[src/rtl/score_neighbour_fetch.sv]
// Neighbour-score fetcher for one Needleman-Wunsch cell: issues diag/up/left RAM reads,
// synthesises row-0/column-0 scores arithmetically, and presents them under valid/ready.
module score_neighbour_fetch #(
  parameter int W = 9,
  parameter int ROWS = 4,
  parameter int COLS = 4,
  parameter int ADDR_W = 5,
  parameter int GAP = 1,
  parameter int RAM_LAT = 1,
  parameter logic [W-1:0] SENTINEL = W'(255)
) (
  input  logic              clk,
  input  logic              rst,
  input  logic              req_valid,
  output logic              req_ready,
  input  logic [7:0]        req_i,
  input  logic [7:0]        req_j,
  output logic              rd_en,
  output logic [ADDR_W-1:0] rd_addr,
  input  logic [W-1:0]      rd_data,
  output logic              out_valid,
  input  logic              out_ready,
  output logic [W-1:0]      diag,
  output logic [W-1:0]      up,
  output logic [W-1:0]      left,
  output logic              err
);

  // state | meaning
  // IDLE  | waiting for a cell request
  // ISSUE | one slot per cycle: 0=diag, 1=up, 2=left
  // WAIT  | RAM_LAT cycles for the last read to return
  // HOLD  | scores valid, held until consumer accepts
  typedef enum logic [1:0] {IDLE, ISSUE, WAIT, HOLD} state_t;

  localparam int WC_W = (RAM_LAT > 1) ? $clog2(RAM_LAT) : 1;

  state_t            state, state_nxt;
  logic [7:0]        cell_i, cell_j;
  logic [1:0]        slot;
  logic [WC_W-1:0]   wait_cnt;
  logic [W-1:0]      slot_buf [3];
  logic              tag_v    [RAM_LAT];
  logic [1:0]        tag_slot [RAM_LAT];

  logic              req_bad;
  logic [7:0]        nb_r, nb_c;
  logic              nb_boundary;
  logic [W-1:0]      nb_value;

  assign req_bad = (req_i == 8'd0) || (req_j == 8'd0) ||
                   (req_i > 8'(ROWS)) || (req_j > 8'(COLS));

  // Neighbour coordinates of the slot being issued; i,j >= 1 is guaranteed once accepted.
  always_comb begin
    nb_r = (slot == 2'd2) ? cell_i : cell_i - 8'd1;
    nb_c = (slot == 2'd1) ? cell_j : cell_j - 8'd1;
    nb_boundary = (nb_r == 8'd0) || (nb_c == 8'd0);
    if (nb_r == 8'd0)
      nb_value = W'(-(int'(nb_c) * GAP));
    else
      nb_value = W'(-(int'(nb_r) * GAP));
  end

  always_ff @(posedge clk) begin
    if (rst)
      state <= IDLE;
    else
      state <= state_nxt;
  end

  always_comb begin
    state_nxt = state;
    req_ready = 1'b0;
    rd_en     = 1'b0;
    rd_addr   = '0;
    out_valid = 1'b0;
    case (state)
      IDLE: begin
        req_ready = 1'b1;
        if (req_valid && !req_bad)
          state_nxt = ISSUE;
      end
      ISSUE: begin
        if (!nb_boundary) begin
          rd_en   = 1'b1;
          rd_addr = ADDR_W'(int'(nb_r) * (COLS + 1) + int'(nb_c));
        end
        if (slot == 2'd2)
          state_nxt = WAIT;
      end
      WAIT: begin
        if (wait_cnt == '0)
          state_nxt = HOLD;
      end
      HOLD: begin
        out_valid = 1'b1;
        if (out_ready)
          state_nxt = IDLE;
      end
      default: state_nxt = IDLE;
    endcase
    diag = out_valid ? slot_buf[0] : SENTINEL;
    up   = out_valid ? slot_buf[1] : SENTINEL;
    left = out_valid ? slot_buf[2] : SENTINEL;
  end

  always_ff @(posedge clk) begin
    if (rst) begin
      cell_i   <= '0;
      cell_j   <= '0;
      slot     <= '0;
      wait_cnt <= '0;
      err      <= 1'b0;
      for (int s = 0; s < 3; s++)
        slot_buf[s] <= SENTINEL;
      for (int k = 0; k < RAM_LAT; k++) begin
        tag_v[k]    <= 1'b0;
        tag_slot[k] <= '0;
      end
    end else begin
      err <= (state == IDLE) && req_valid && req_bad;
      if ((state == IDLE) && req_valid && !req_bad) begin
        cell_i <= req_i;
        cell_j <= req_j;
        slot   <= '0;
      end
      if (state == ISSUE) begin
        slot <= slot + 2'd1;
        if (slot == 2'd2)
          wait_cnt <= WC_W'(RAM_LAT - 1);
        if (nb_boundary)
          slot_buf[slot] <= nb_value;
      end
      if ((state == WAIT) && (wait_cnt != '0))
        wait_cnt <= wait_cnt - 1'b1;

      // Tag pipeline mirrors the RAM latency so returning data lands in the right slot.
      tag_v[0]    <= rd_en;
      tag_slot[0] <= slot;
      for (int k = 1; k < RAM_LAT; k++) begin
        tag_v[k]    <= tag_v[k-1];
        tag_slot[k] <= tag_slot[k-1];
      end
      if (tag_v[RAM_LAT-1])
        slot_buf[tag_slot[RAM_LAT-1]] <= rd_data;
    end
  end

endmodule
[config.mk]
export PLATFORM = sky130hd
export DESIGN_NAME = score_neighbour_fetch
export DESIGN_NICKNAME = d
export VERILOG_FILES = /design/src/rtl/score_neighbour_fetch.sv
export SDC_FILE = /design/constraint.sdc
export NUM_CORES = 1
export LEC_CHECK = 0
export ABC_CLOCK_PERIOD_IN_PS = 2950
export BUFFER_PORTS_ARGS = -buffer_cell sky130_fd_sc_hd__buf_2
export CAP_MARGIN = 20
export CORE_MARGIN = 2
export CORE_UTILIZATION = 51
export CTS_CLUSTER_SIZE = 28
export DETAILED_ROUTE_END_ITERATION = 7
export GPL_TIMING_DRIVEN = 0
export PLACE_DENSITY = 0.89
export SLEW_MARGIN = 20
export SYNTH_ARGS = -nofsm -noshare
export SYNTH_HDL_FRONTEND = slang
export SYNTH_SLANG_ARGS = --single-unit
[constraint.sdc]
create_clock -name clk -period 2.95 [get_ports clk]
set_clock_uncertainty 0.15 [all_clocks]
set_input_delay 0.295 -clock clk [delete_from_list [all_inputs] [get_ports clk]]
set_output_delay 0.295 -clock clk [all_outputs]
set_load 0.03 [all_outputs]
==> flow_metrics.py <==
metrics = {
    "critical_path": {
        "worstPathRequired_ns": 2.51,
        "path_common_cell": "ha_4",
        "critical_path.max_fanout": 5,
        "path_delay_family": "adder cells",
        "critPathMaxStageDelay_ns": 0.54,
        "slowest_stage": "fa_1",
        "worstSetupStartpointType": "flip-flop",
        "path_buf_inv": 4,
        "crit_chain": "inv_4 > ha_4 > buf_8 > nor4_4 > xnor2_2 > inv_2 > ha_4 > fa_1 > ha_4 > a21oi_2 > xnor2_1 > xnor2_1 > nor2_2 > buf_6",
        "end_kind": "primary output",
        "crit_arrival_ns": 3.14,
        "worstSetupPathType": "reg -> out",
    },
    "timing": {
        "tns_ns": -12.15,
        "fin_crit_sh_pct": 121,
        "rsz0062_at_grt": "true",
        "fin_ws_ns": -0.632,
        "tightest_slew_ns": 0.891,
        "setup_violations": 60,
        "drv_slew": 0,
        "fmax_mhz": 279,
        "hold_violations": 0,
        "fin_crit_ns": 3.58,
        "timing.hold.ws_ns": 0.0829,
        "slew_headroom_pct": 40.6,
    },
    "synth": {
        "synth_compound_area_share_pct": 10.5,
        "yosysTopAreaCell": "edfxtp_1",
        "synth_flop_cell": "edfxtp_1",
        "synth-simple-area-share_pct": 25.9,
        "synthTopCellsByArea": "edfxtp_1 23%, dfxtp_1 14%, ha_1 6.7%",
        "ys_seq_area_share_pct": 36.9,
        "syn_avg_cell_area_um2": 8.99,
        "synth_area_um2": 3550,
        "yosysWarnings": 0,
        "synth_cell_type_count": 55,
        "synth_edf_count": 27,
        "synth_async_sr_flop_share_pct": 0,
        "yosys-mux-area-fraction_pct": 4.27,
        "synth_top_family_by_area": "simple AND/OR/NAND/NOR gates",
        "synthCells": 395,
        "synth_xor_area_share_pct": 8.07,
        "yosysTopAreaCellShare_pct": 22.8,
        "synthAdderAreaFrac_pct": 7.83,
        "synth_seq_cells": 52,
        "syn_nets": 445,
    },
    "floorplan": {
        "die_y_um": 87.4,
        "rows": 30,
        "ios": 65,
        "core_um2": 6760,
        "dieWidth_um": 87.4,
        "start_util_pct": 52.5,
        "die-area_um2": 7640,
    },
    "drt": {
        "first_iter_violations": 236,
        "drt_wl_total_mm": 10.3,
        "wl_per_cell_um": 17.7,
        "highest_layer": "met4",
        "first_pass_iters": 5,
        "antenna_left": 0,
        "m1WireLength_mm": 3.98,
        "vias": 3440,
        "routed-wl-met2_mm": 5.15,
        "drc_errors": 0,
        "met3_length_um": 732,
        "vias_per_cell": 5.87,
    },
    "cts": {
        "cts_buffers": 5,
        "root_buffer": "clkbuf_8",
        "cts_max_level": 2,
        "cts_buffer_depth": 2,
        "cts_tree": "done",
        "ctsHoldBuffers": 0,
        "clock_sinks": 52,
        "clk_pin_slew_ns": 0.10,
        "clkLatencyLatePin_ns": 0.32,
    },
    "status": {
        "outcome": "complete, but fails checks",
        "violations": "setup timing",
    },
    "global_route": {
        "grt-ovfl-total": 0,
        "grt_pass1_wl_mm": 15.8,
        "grt_pass1_vias": 3278,
        "grt_usage_pct": 26.3,
        "antenna_found_initial": 0,
        "grt_max_degree": 17,
    },
    "cells_and_area": {
        "fillCellCount": 416,
        "diodes": 0,
        "drive_above_1_share_pct": 39.1,
        "area_growth_pct": 42.0,
        "fin_nets": 555,
        "final_cell_mix": "62 x buf_2, 54 x nor2_1, 27 x edfxtp_1, 26 x nand2b_1, 24 x buf_4",
        "mostFrequentLayoutCell": "buf_2",
    },
    "power_and_ir_drop": {
        "finalPower_w": 0.00195,
        "leakagePower_nw": 1.91,
        "vdd_drop_max_mv": 0.239,
        "p_per_area_nw_per_um2": 387,
    },
    "placement": {
        "io_buffers": 64,
        "place_congestion": 0.933,
        "dp.final_hpwl_mm": 6.27,
    },
    "flow_run": {
        "cap_viol_max_count": 0,
    },
    "min_path": {
        "hold_class": "in -> reg",
    },
}
==> sequential cells by signal, indices dropped and copies added (netlist names) <==
| signal | cells |
|---|---|
| slot_buf | 27 |
| cell_i | 8 |
| cell_j | 8 |
| slot | 2 |
| state | 2 |
| tag_slot | 2 |
| err | 1 |
| tag_v | 1 |
| wait_cnt | 1 |
==> tightest hold or removal path, stage by stage <==
cell	delay (ns)
buf_2	0.09
mux2i_1	0.06
nor2_1	0.07
==> power breakdown <==
group / switching, W / leakage (nW) / internal [W]
logic: 0.000387 / 1.46 / 0.000301
clock network: 0.000256 / 0.0581 / 0.000220
registers: 0.0000126 / 0.399 / 0.000777
total: 0.000656 / 1.91 / 0.00130
==> Yosys cell counts, drive strengths merged, types with 8 or more instances <==
library cell and count:
inv 26, nand2 15, edfxtp 27, buf 13
clkbuf 11, nand2b 27, mux2i 14, xnor2 22
and2 15, nor3 12, nor2 59, xor2 9
ha 19, dfxtp 25, a31oi 25, a21oi 8
==> cells by family (layout without fill, tap and decap cells) <==
logic type      Yosys count  count (layout)
flops                    52              52
fa+ha+maj                21              21
mux                      15              15
compound gates           55              55
xor+xnor                 31              31
buf+inv                  50             158
simple gates            171             174
==> through the flow <==
stage / cell area, um2 / worst slack, ns / utilization [%] / cells
after global placement: 4070 / -0.529 / 60.2 / 539
after global routing: 5040 / -0.751 / 74.6 / 586
final: 5040 / -0.632 / 74.6 / 586
after detailed placement: 4070 / -0.608 / 60.2 / 539
after floorplan: 3650 / -0.334 / - / 395
after CTS: 4900 / -0.611 / 72.5 / 578
==> final timing paths <==
path / startpoint / endpoint / slack, ns / cells past startpoint
worst max-delay path: slot[0]$_SDFFE_PP0P_ / rd_addr[4] / -0.63 / 14
worst min-delay path: req_i[1] / cell_i[1]$_SDFFE_PP0P_ / 0.08 / 3
worst max register to register: slot[0]$_SDFFE_PP0P_ / slot_buf[2][0]$_DFFE_PP_ / -0.31 / 13
worst min register to register: wait_cnt$_SDFFE_PP0P_ / wait_cnt$_SDFFE_PP0P_ / 0.31 / 2
==> repair_timing <==
action | 4_1_cts | 5_1_grt
setup endpoints to repair | 60 | 60
setup buffers | 27 | 10
gates cloned | 5 | 0
gates resized for setup | 91 | 18
pin swaps | 22 | 13
==> metal layers <==
| layer | vias to the layer above | global-route usage [%] |
|---|---|---|
| met3 | 46 | 5.21 |
| met4 | 0 | 11.0 |
| met1 | 1601 | 30.5 |
| li1 | 1608 | - |
| met5 | - | 0 |
| met2 | 185 | 47.0 |
==> area by class of cell <==
type	instances	area [um2]	area share, %
sequential	52	1320	26.2
timing repair buffer	102	727	14.4
clock buffer	6	93.8	1.86
inverter	26	100	1.99
clock inverter	2	12.5	0.248
tap	80	100	1.99
multi-input combinational	296	2540	50.4
buffer	22	143	2.83
Note: power is estimated with default switching activity, not from simulation.
